[src/rtl/rx_sync_decision_multi_if.sv]
// Control/data bundle for the multi-channel SYNC correlator: PN load, search
// control, chip streams in; peak report and status pulses out.
interface rx_sync_decision_multi_if #(
  parameter int N_CH   = 4,
  parameter int PN_LEN = 32,
  parameter int SC_W   = 6,
  parameter int WIN_W  = 8,
  parameter int CH_W   = 2
);
  logic [PN_LEN-1:0] sync_pn_in;
  logic              pn_load_in;
  logic              search_start_in;
  logic [WIN_W-1:0]  search_win_in;
  logic [SC_W-1:0]   decision_term;
  logic              data_valid_in;
  logic [N_CH-1:0]   data_corr_in;
  logic [SC_W-1:0]   corr_peak_out;
  logic [CH_W-1:0]   peak_chan_out;
  logic [WIN_W-1:0]  peak_position_out;
  logic              syn_success_out;
  logic              syn_finish_out;
  logic              busy_out;

  modport master (
    output sync_pn_in, pn_load_in, search_start_in, search_win_in, decision_term,
           data_valid_in, data_corr_in,
    input  corr_peak_out, peak_chan_out, peak_position_out, syn_success_out,
           syn_finish_out, busy_out
  );

  modport slave (
    input  sync_pn_in, pn_load_in, search_start_in, search_win_in, decision_term,
           data_valid_in, data_corr_in,
    output corr_peak_out, peak_chan_out, peak_position_out, syn_success_out,
           syn_finish_out, busy_out
  );
endinterface

[src/rtl/rx_sync_decision_multi.sv]
// Multi-channel SYNC correlator: per-channel PN match scoring over a search window,
// best-peak tracking across channels, optional early stop on threshold crossing.
module rx_sync_decision_multi #(
  parameter int N_CH       = 4,
  parameter int PN_LEN     = 32,
  parameter int SC_W       = 6,
  parameter int WIN_W      = 8,
  parameter int CH_W       = 2,
  parameter int EARLY_STOP = 0
) (
  input  logic                     logic_clk_in,
  input  logic                     logic_rst_in,
  rx_sync_decision_multi_if.slave  bus
);

  typedef enum logic [2:0] {S_IDLE, S_FILL, S_SEARCH, S_FLUSH, S_DONE} state_t;

  state_t            state_q, state_d;
  logic [PN_LEN-1:0] pn_q, pn_d;
  logic [PN_LEN-1:0] shreg_q [N_CH];
  logic [PN_LEN-1:0] shreg_d [N_CH];
  logic [WIN_W-1:0]  s_q, s_d, win_q, win_d;
  logic [SC_W-1:0]   thr_q, thr_d;
  logic              elig_p0_q, elig_p0_d;
  logic [WIN_W-1:0]  pos_p0_q, pos_p0_d;
  logic [SC_W-1:0]   score_p1_q [N_CH];
  logic [SC_W-1:0]   score_p1_d [N_CH];
  logic              vld_p1_q, vld_p1_d;
  logic [WIN_W-1:0]  pos_p1_q, pos_p1_d;
  logic [SC_W-1:0]   best_q, best_d;
  logic [CH_W-1:0]   chan_q, chan_d;
  logic [WIN_W-1:0]  bpos_q, bpos_d;
  logic              finish_q, finish_d, success_q, success_d;
  logic [SC_W-1:0]   smax;
  logic [CH_W-1:0]   sch;
  logic              accept, last, hit;

  function automatic logic [SC_W-1:0] popcnt(input logic [PN_LEN-1:0] v);
    logic [SC_W-1:0] n;
    n = '0;
    for (int i = 0; i < PN_LEN; i++) n = n + SC_W'(v[i]);
    return n;
  endfunction

  // stage p1: registered match counts, then the per-sample winner (lowest channel on ties)
  always_comb begin
    for (int c = 0; c < N_CH; c++) score_p1_d[c] = popcnt(~(shreg_q[c] ^ pn_q));
  end

  always_comb begin
    smax = score_p1_q[0];
    sch  = '0;
    for (int c = 1; c < N_CH; c++) begin
      if (score_p1_q[c] > smax) begin
        smax = score_p1_q[c];
        sch  = CH_W'(c);
      end
    end
  end

  always_comb begin
    state_d   = state_q;
    pn_d      = pn_q;
    shreg_d   = shreg_q;
    s_d       = s_q;
    win_d     = win_q;
    thr_d     = thr_q;
    elig_p0_d = 1'b0;
    pos_p0_d  = s_q;
    vld_p1_d  = elig_p0_q;
    pos_p1_d  = pos_p0_q;
    best_d    = best_q;
    chan_d    = chan_q;
    bpos_d    = bpos_q;
    finish_d  = 1'b0;
    success_d = 1'b0;
    hit       = 1'b0;
    accept    = bus.data_valid_in && (state_q == S_FILL || state_q == S_SEARCH);
    last      = (s_q == win_q - WIN_W'(1));

    // stage p0: shift in chips and tag the sample index for eligibility
    if (accept) begin
      for (int c = 0; c < N_CH; c++) shreg_d[c] = {shreg_q[c][PN_LEN-2:0], bus.data_corr_in[c]};
      s_d       = s_q + WIN_W'(1);
      elig_p0_d = (s_q >= WIN_W'(PN_LEN - 1));
    end

    // stage p2: peak tracking; idle drops stragglers left behind by an early stop
    if (vld_p1_q && state_q != S_IDLE) begin
      if (EARLY_STOP != 0 && smax >= thr_q) begin
        hit    = 1'b1;
        best_d = smax;
        chan_d = sch;
        bpos_d = pos_p1_q;
      end else if (smax > best_q) begin
        best_d = smax;
        chan_d = sch;
        bpos_d = pos_p1_q;
      end
    end

    case (state_q)
      S_IDLE:   if (bus.pn_load_in) pn_d = bus.sync_pn_in;
      S_FILL: begin
        if (accept) begin
          if (last)                               state_d = (s_q >= WIN_W'(PN_LEN - 1)) ? S_FLUSH : S_DONE;
          else if (s_q == WIN_W'(PN_LEN - 1))     state_d = S_SEARCH;
        end
      end
      S_SEARCH: if (accept && last) state_d = S_FLUSH;
      S_FLUSH:  state_d = S_DONE;
      S_DONE: begin
        state_d   = S_IDLE;
        finish_d  = 1'b1;
        success_d = (best_d >= thr_q);
      end
      default:  state_d = S_IDLE;
    endcase

    if (hit) begin
      state_d   = S_IDLE;
      finish_d  = 1'b1;
      success_d = 1'b1;
    end

    // a start from any state wins, silently abandoning a search in progress
    if (bus.search_start_in) begin
      win_d     = bus.search_win_in;
      thr_d     = bus.decision_term;
      for (int c = 0; c < N_CH; c++) shreg_d[c] = '0;
      s_d       = '0;
      elig_p0_d = 1'b0;
      vld_p1_d  = 1'b0;
      best_d    = '0;
      chan_d    = '0;
      bpos_d    = '0;
      finish_d  = 1'b0;
      success_d = 1'b0;
      state_d   = (bus.search_win_in == '0) ? S_DONE : S_FILL;
    end
  end

  always_ff @(posedge logic_clk_in or posedge logic_rst_in) begin
    if (logic_rst_in) begin
      state_q   <= S_IDLE;
      pn_q      <= '0;
      for (int c = 0; c < N_CH; c++) begin
        shreg_q[c]    <= '0;
        score_p1_q[c] <= '0;
      end
      s_q       <= '0;
      win_q     <= '0;
      thr_q     <= '0;
      elig_p0_q <= 1'b0;
      pos_p0_q  <= '0;
      vld_p1_q  <= 1'b0;
      pos_p1_q  <= '0;
      best_q    <= '0;
      chan_q    <= '0;
      bpos_q    <= '0;
      finish_q  <= 1'b0;
      success_q <= 1'b0;
    end else begin
      state_q    <= state_d;
      pn_q       <= pn_d;
      shreg_q    <= shreg_d;
      score_p1_q <= score_p1_d;
      s_q        <= s_d;
      win_q      <= win_d;
      thr_q      <= thr_d;
      elig_p0_q  <= elig_p0_d;
      pos_p0_q   <= pos_p0_d;
      vld_p1_q   <= vld_p1_d;
      pos_p1_q   <= pos_p1_d;
      best_q     <= best_d;
      chan_q     <= chan_d;
      bpos_q     <= bpos_d;
      finish_q   <= finish_d;
      success_q  <= success_d;
    end
  end

  assign bus.corr_peak_out     = best_q;
  assign bus.peak_chan_out     = chan_q;
  assign bus.peak_position_out = bpos_q;
  assign bus.syn_success_out   = success_q;
  assign bus.syn_finish_out    = finish_q;
  assign bus.busy_out          = (state_q == S_FILL) || (state_q == S_SEARCH) || (state_q == S_FLUSH);

endmodule
[src/flat_wrapper.sv]
// flat-port wrapper written by rule: the top's interface ports become plain ports
module rx_sync_decision_multi_flat 
#(
  parameter int N_CH       = 4,
  parameter int PN_LEN     = 32,
  parameter int SC_W       = 6,
  parameter int WIN_W      = 8,
  parameter int CH_W       = 2,
  parameter int EARLY_STOP = 0
)
  (logic_clk_in, logic_rst_in, bus_sync_pn_in, bus_pn_load_in, bus_search_start_in, bus_search_win_in, bus_decision_term, bus_data_valid_in, bus_data_corr_in, bus_corr_peak_out, bus_peak_chan_out, bus_peak_position_out, bus_syn_success_out, bus_syn_finish_out, bus_busy_out);
  rx_sync_decision_multi_if #(.N_CH(N_CH), .PN_LEN(PN_LEN), .SC_W(SC_W), .WIN_W(WIN_W), .CH_W(CH_W)) bus_i ();
  input  logic logic_clk_in;
  input  logic logic_rst_in;
  input wire logic [$bits(bus_i.sync_pn_in)-1:0] bus_sync_pn_in;
  input wire logic [$bits(bus_i.pn_load_in)-1:0] bus_pn_load_in;
  input wire logic [$bits(bus_i.search_start_in)-1:0] bus_search_start_in;
  input wire logic [$bits(bus_i.search_win_in)-1:0] bus_search_win_in;
  input wire logic [$bits(bus_i.decision_term)-1:0] bus_decision_term;
  input wire logic [$bits(bus_i.data_valid_in)-1:0] bus_data_valid_in;
  input wire logic [$bits(bus_i.data_corr_in)-1:0] bus_data_corr_in;
  output wire logic [$bits(bus_i.corr_peak_out)-1:0] bus_corr_peak_out;
  output wire logic [$bits(bus_i.peak_chan_out)-1:0] bus_peak_chan_out;
  output wire logic [$bits(bus_i.peak_position_out)-1:0] bus_peak_position_out;
  output wire logic [$bits(bus_i.syn_success_out)-1:0] bus_syn_success_out;
  output wire logic [$bits(bus_i.syn_finish_out)-1:0] bus_syn_finish_out;
  output wire logic [$bits(bus_i.busy_out)-1:0] bus_busy_out;
  assign bus_i.sync_pn_in = bus_sync_pn_in;
  assign bus_i.pn_load_in = bus_pn_load_in;
  assign bus_i.search_start_in = bus_search_start_in;
  assign bus_i.search_win_in = bus_search_win_in;
  assign bus_i.decision_term = bus_decision_term;
  assign bus_i.data_valid_in = bus_data_valid_in;
  assign bus_i.data_corr_in = bus_data_corr_in;
  assign bus_corr_peak_out = bus_i.corr_peak_out;
  assign bus_peak_chan_out = bus_i.peak_chan_out;
  assign bus_peak_position_out = bus_i.peak_position_out;
  assign bus_syn_success_out = bus_i.syn_success_out;
  assign bus_syn_finish_out = bus_i.syn_finish_out;
  assign bus_busy_out = bus_i.busy_out;
  rx_sync_decision_multi #(.N_CH(N_CH), .PN_LEN(PN_LEN), .SC_W(SC_W), .WIN_W(WIN_W), .CH_W(CH_W), .EARLY_STOP(EARLY_STOP)) u_core (.logic_clk_in(logic_clk_in), .logic_rst_in(logic_rst_in), .bus(bus_i));
endmodule
[config.mk]
export PLATFORM = sky130hd
export DESIGN_NAME = rx_sync_decision_multi_flat
export DESIGN_NICKNAME = d
export VERILOG_FILES = /design/src/rtl/rx_sync_decision_multi_if.sv /design/src/rtl/rx_sync_decision_multi.sv /design/src/flat_wrapper.sv
export SDC_FILE = /design/constraint.sdc
export NUM_CORES = 1
export LEC_CHECK = 0
export BUFFER_PORTS_ARGS = -buffer_cell sky130_fd_sc_hd__buf_4
export CAP_MARGIN = 25
export CORE_UTILIZATION = 32
export DETAILED_ROUTE_END_ITERATION = 6
export PLACE_DENSITY = 0.57
export RECOVER_POWER = 25
export SLEW_MARGIN = 20
export SYNTH_ARGS = -nofsm -noshare
export SYNTH_HDL_FRONTEND = slang
export SYNTH_SLANG_ARGS = --single-unit
[constraint.sdc]
create_clock -name logic_clk_in -period 9.1 [get_ports logic_clk_in]
set_input_delay 1.82 -clock logic_clk_in [delete_from_list [all_inputs] [get_ports logic_clk_in]]
set_output_delay 1.82 -clock logic_clk_in [all_outputs]
set_load 0.005 [all_outputs]
Yosys cells after proc, flatten, opt, wreduce, memory -nomap -nowiden
Index checks and enable logic that the tools add are counted.
{"block": "classes", "n_bitwise": 8, "addsub": 126, "order_cmp": 6, "n_reduce_logical": 14, "eq_ne": 10, "mux": 34}
{"operator": "adder 6 x 1 -> 6 bit", "count": 120}
{"operator": "2-to-1 mux 128 bit", "count": 2}
{"operator": "NOT 32 bit", "count": 4}
{"operator": "bitwise XOR 32 bit", "count": 4}
{"operator": "2-to-1 mux 8 bit", "count": 5}
{"operator": "2-to-1 mux 6 bit", "count": 6}
{"operator": "> comparator 6 bit", "count": 4}
{"operator": "2-to-1 mux 3 bit", "count": 7}
{"operator": "case mux 3 bit (4 select lines)", "count": 1}
{"operator": "2-to-1 mux 2 bit", "count": 5}
{"operator": "adder 1 x 1 -> 2 bit", "count": 4}
{"operator": "adder 8 x 1 -> 8 bit (second input constant)", "count": 1}
{"operator": "equality test 8 x 5 -> 1 bit (second input constant)", "count": 1}
{"operator": "equality test 8 bit", "count": 1}
{"operator": "greater-or-equal comparator 8 x 5 -> 1 bit (second input constant)", "count": 1}
{"operator": "logical NOT 8 bit", "count": 1}
{"operator": "2-to-1 mux 1 bit", "count": 8}
{"operator": "subtractor 8 x 1 -> 8 bit (second input constant)", "count": 1}
{"operator": "equality test 3 x 2 -> 1 bit (second input constant)", "count": 2}
{"operator": "greater-or-equal comparator 6 bit", "count": 1}
{"operator": "nonzero test 2 bit", "count": 3}
{"operator": "!= test 4 x 3 -> 1 bit (second input constant)", "count": 1}
{"operator": "AND reduction 2 bit", "count": 2}
{"operator": "AND reduction 4 bit", "count": 1}
{"operator": "other kinds (9)", "count": 12}
{"block": "totals", "ff_bits": 245, "output_inout_bits": 19}

Logic depth before layout (Yosys ltp)
{"block": "logic_depth", "word_depth": 33, "depth_mapped": 39}

Worst setup path after synthesis
No wires, ideal clock.
{"block": "synth_path", "path_type": "register -> register", "from": "register u_core.score_p1_q[16] (netlist name)", "to": "register u_core.success_q, in the netlist u_core.bus.syn_success_out", "required_ps": 8981, "arrival_ps": 6797, "path_buffers": 5, "period_less_slack_ps": 6916, "setup_time_ps": 119, "stages_incl_launch_ff": 37, "path_slack_ps": 2184, "path_cell_list": "dfrtp_1 ha_1 and4_4 and3_4 a31oi_4 mux2i_1 ha_1 a21o_1 a21o_1 a211oi_1 or2_1 buf_2 buf_4 o21ai_1 ha_1 and4_1 a21oi_1 a32oi_1 clkbuf_1 o21ai_1 ha_1 nor2b_1 o21a_1 o21ai_1 a211o_1 clkbuf_1 inv_1 buf_2 o21ai_1 ha_1 nand2b_1 a21o_1 a21o_1 a21o_1 a21o_1 a21oi_1 nor2b_1"}
{"block": "synth_between", "elab_chain_len": 12}
{"element": "start: declaration", "line_no": "rx_sync_decision_multi.sv:26", "rtl": "logic [SC_W-1:0] score_p1_q [N_CH];"}
{"element": "start signal: assignment", "line_no": "rx_sync_decision_multi.sv:167", "rtl": "score_p1_q <= score_p1_d;"}
{"element": "> comparator 6 bit", "line_no": "rx_sync_decision_multi.sv:54", "rtl": "if (score_p1_q[c] > smax) begin"}
{"element": "2-to-1 mux 6 bit *", "line_no": "rx_sync_decision_multi.sv:54"}
{"element": "> comparator 6 bit", "line_no": "rx_sync_decision_multi.sv:54"}
{"element": "2-to-1 mux 6 bit *", "line_no": "rx_sync_decision_multi.sv:54"}
{"element": "> comparator 6 bit", "line_no": "rx_sync_decision_multi.sv:54"}
{"element": "2-to-1 mux 6 bit *", "line_no": "rx_sync_decision_multi.sv:54"}
{"element": "> comparator 6 bit", "line_no": "rx_sync_decision_multi.sv:95", "rtl": "end else if (smax > best_q) begin"}
{"element": "2-to-1 mux 6 bit *", "line_no": "rx_sync_decision_multi.sv:95"}
{"element": "2-to-1 mux 6 bit *", "line_no": "rx_sync_decision_multi.sv:89", "rtl": "if (vld_p1_q && state_q != S_IDLE) begin"}
{"element": "greater-or-equal comparator 6 bit *", "line_no": "rx_sync_decision_multi.sv:115", "rtl": "success_d = (best_d >= thr_q);"}
{"element": "2-to-1 mux 1 bit *", "line_no": "rx_sync_decision_multi.sv:102", "rtl": "case (state_q)"}
{"element": "2-to-1 mux 1 bit *", "line_no": "rx_sync_decision_multi.sv:127", "rtl": "if (bus.search_start_in) begin"}
{"element": "named net u_core.success_d", "line_no": "rx_sync_decision_multi.sv:33", "rtl": "logic finish_q, finish_d, success_q, success_d;"}
{"element": "end signal: assignment", "line_no": "rx_sync_decision_multi.sv:179", "rtl": "success_q <= success_d;"}
{"element": "end: declaration", "line_no": "rx_sync_decision_multi.sv:33"}
The timed path passes the listed nets; every way through them passes the cells marked *.
A chain may end at the register's enable or synchronous reset.

Final worst setup path
Ends and elaborated chain as after synthesis.

==> flow_summary.yaml <==
timing:
  period_needed_ps: 7760
  final_hold_viol_count: 0
  finalSetupTns_ps: 0
  whs_ps: 343
  fmax_ghz: 0.129
  setup_ws_ps: 1340
  finalSetupViolCount: 0
  tightest_slew_ps: 4590
  finalCritPeriodShare_pct: 85.2
  slew_viol_final: 222
  relSlewSlack_pct: -208
  rsz0062_at_grt: "no"
  fin_worst_skew_ps: 20.6
worst_setup_path:
  cpMostUsedCell: "a21o_1"
  r2r_end: "u_core.bus.syn_success_out"
  required_ps: 9570
  worstSetupStartpoint: "u_core.score_p1_q[16]"
  endpoint: "u_core.bus.syn_success_out"
  slowest_delay_ps: 580
  arrival_ps: 8230
  r2r-start: "u_core.score_p1_q[16]"
  slowest_stage: "a32oi_1"
  cp-end-kind: "flip-flop"
  r2r_slack_ps: 1340
  crit_fanout: 19
  r2r_cells: 32
  cp-start-kind: "flip-flop"
  path_class: "reg -> reg"
synthesis:
  synth-seq-area-share_pct: 42.1
  synth-edff-count: 0
  ys_async_sr_fraction_pct: 100
  yosys-top-cells-area: "dfrtp_1, fa_1, nand2_1"
  synthSimpleGateAreaFrac_pct: 11.0
  synth_cell_type_count: 57
  synth.net_count: 1664
  muxShareOfSynthArea_pct: 3.70
  synth_compound_area_share_pct: 9.19
  synth_area_per_cell_sq_um: 10.1
  synth_top_family_by_area: "adder cells"
  yosysWarnings: 0
  syn_inst: 1449
  synth_top_area_share_pct: 42.1
  synth_adder_area_share_pct: 18.7
  ys.flop_type: "dfrtp_1"
  syn-cell-area_sq_um: 14600
  yosysTopAreaCell: "dfrtp_1"
  synth-xor-area-share_pct: 9.43
  yosys_register_bits: 245
worst_hold_path:
  hp-class: "reg -> reg"
  hp-start: "u_core.pos_p0_q[6]"
run:
  maxCapViolCount: 3
placed_design:
  gp_congestion: 0.808
  dp_hpwl_um: 24900
  port_buffers: 73
  place_ws_ps: 1110
finish:
  fill_cells: 4398
  insertedDiodeCount: 0
  mostFrequentLayoutCells: "nand2_1, dfrtp_1, a21oi_1"
  multi_input_area_sq_um: 7580
  flow.area_growth_from_synthesis_pct: 13.9
  regArea_sq_um: 6130
  final_common_cell: "nand2_1"
  drive_gt1_share_pct: 10.5
  fin_nets: 1681
routing:
  remaining_drc_errors: 0
  num_vias: 9739
  firstDrtPassIters: 5
  drt_iter0_drc: 631
  ant_nets: 0
  viasPerCell: 4.68
  drt-total-wl_um: 34700
  wl_per_cell_um: 16.7
floorplanning:
  rows: 77
  dieArea_sq_um: 46400
  core-area_sq_um: 44600
  die_x_um: 215
  dieHeight_um: 215
  start_util_pct: 32.7
  num_io_pins: 74
grt:
  grt_pass1_vias: 10300
  grt_use_total_pct: 15.2
  grt_max_degree: 101
  antenna_found_initial: 0
  grt_pass1_wl_um: 56200
  grt_overflow_total: 0
cts:
  cts.sink_count: 245
  clock_path_buffers: 3
  cts_setup_buffers: 0
  hold_buffers: 0
  cts_resized: 0
  cts_max_level: 1
  cts_root_buf: "clkbuf_16"
  clk_pin_slew_ps: 60
  tritoncts: "built"
  clkLatencyLatePin_ps: 580
  cts_made_buffers: 30
outcome:
  status: "complete, but fails checks"
  violations: "capacitance limit, slew limit"
==> critical path, delay by kind of cell, from the launching register on <==
family / cells / cell delay [ps]
DFF: 1 / 380
buffers and inverters: 2 / 610
and+or+nand+nor: 8 / 1440
adders and majority gates: 5 / 1360
AOI/OAI and AO/OA: 16 / 3580
muxes: 1 / 280
==> worst min-delay path by stage <==
stage	end	depth (start not counted)	slack, ps
4_1_cts	u_core.pos_p1_q[6]	0	350
5_1_grt	u_core.pos_p1_q[6]	0	350
2_1_floorplan	u_core.pos_p1_q[0]	0	330
3_3_place_gp	u_core.pos_p1_q[0]	0	340
6_report	u_core.pos_p1_q[6]	0	340
3_5_place_dp	u_core.pos_p1_q[2]	0	330
==> synthesized netlist by cell type (all sizes together) (2+ instances only) <==
master and count:
a31oi 3, nor3 7, inv 123, nand2 307, ha 64, xor2 95
nor2 24, buf 31, and4 3, o21ai 25, o211ai 5, a211oi 3
and3 4, a22oi 5, clkbuf 66, nand3 4, xnor2 62, nor2b 11
o31ai 2, a21oi 162, mux2i 7, fa 96, nand3b 2, a21o 17
nand2b 6, nand4 4, o21a 6, nor4 5, dfrtp 245, mux2 41
==> flip-flops by register name, summed over array words and instances, names as in the netlist <==
signal and cells:
u_core.bus.corr_peak_out 6, u_core.bus.peak_chan_out 2, u_core.bus.peak_position_out 8, u_core.bus.syn_finish_out 1, u_core.bus.syn_success_out 1, u_core.elig_p0_q 1, u_core.pn_q 32, u_core.pos_p0_d 8
u_core.pos_p0_q 8, u_core.pos_p1_q 8, u_core.score_p1_q 24, u_core.shreg_q 128, u_core.state_q 3, u_core.thr_q 6, u_core.vld_p1_q 1, u_core.win_q 8
==> layer usage <==
metal	global-route usage (%)	routed length, um	vias to the layer above
met5	0	0	-
met4	3.36	667	0
met3	2.03	1120	44
met2	25.1	16400	167
met1	21.3	16500	4870
li1	-	-	4658
==> through the flow <==
step	utilization, %	instance area [sq um]	cells
finish	37.2	16600	2081
global route	37.2	16600	2081
CTS	37.3	16600	2080
detailed placement	34.8	15500	2025
global placement	34.8	15500	2025
floorplan	-	14600	1449
==> final cells by class <==
type | count | share of cell area, %
clock buffers | 40 | 5.17
clock inverters | 15 | 1.39
inverters | 123 | 2.79
multi-input cells | 984 | 45.6
flip-flops and latches | 245 | 36.9
well taps | 592 | 4.46
repair buffers | 82 | 3.65
==> kinds of logic after synthesis <==
| group | count (synthesis) |
|---|---|
| AND/OR/NAND/NOR | 381 |
| flip-flops | 245 |
| AO/OA/AOI/OAI | 237 |
| buffers and inverters | 220 |
| adder cells (fa/ha/maj) | 161 |
| XOR/XNOR | 157 |
| multiplexers | 48 |
Power is left out: the tool's default activity adds up to more than one toggle a clock period on the data nets, which glitch-free logic cannot reach.
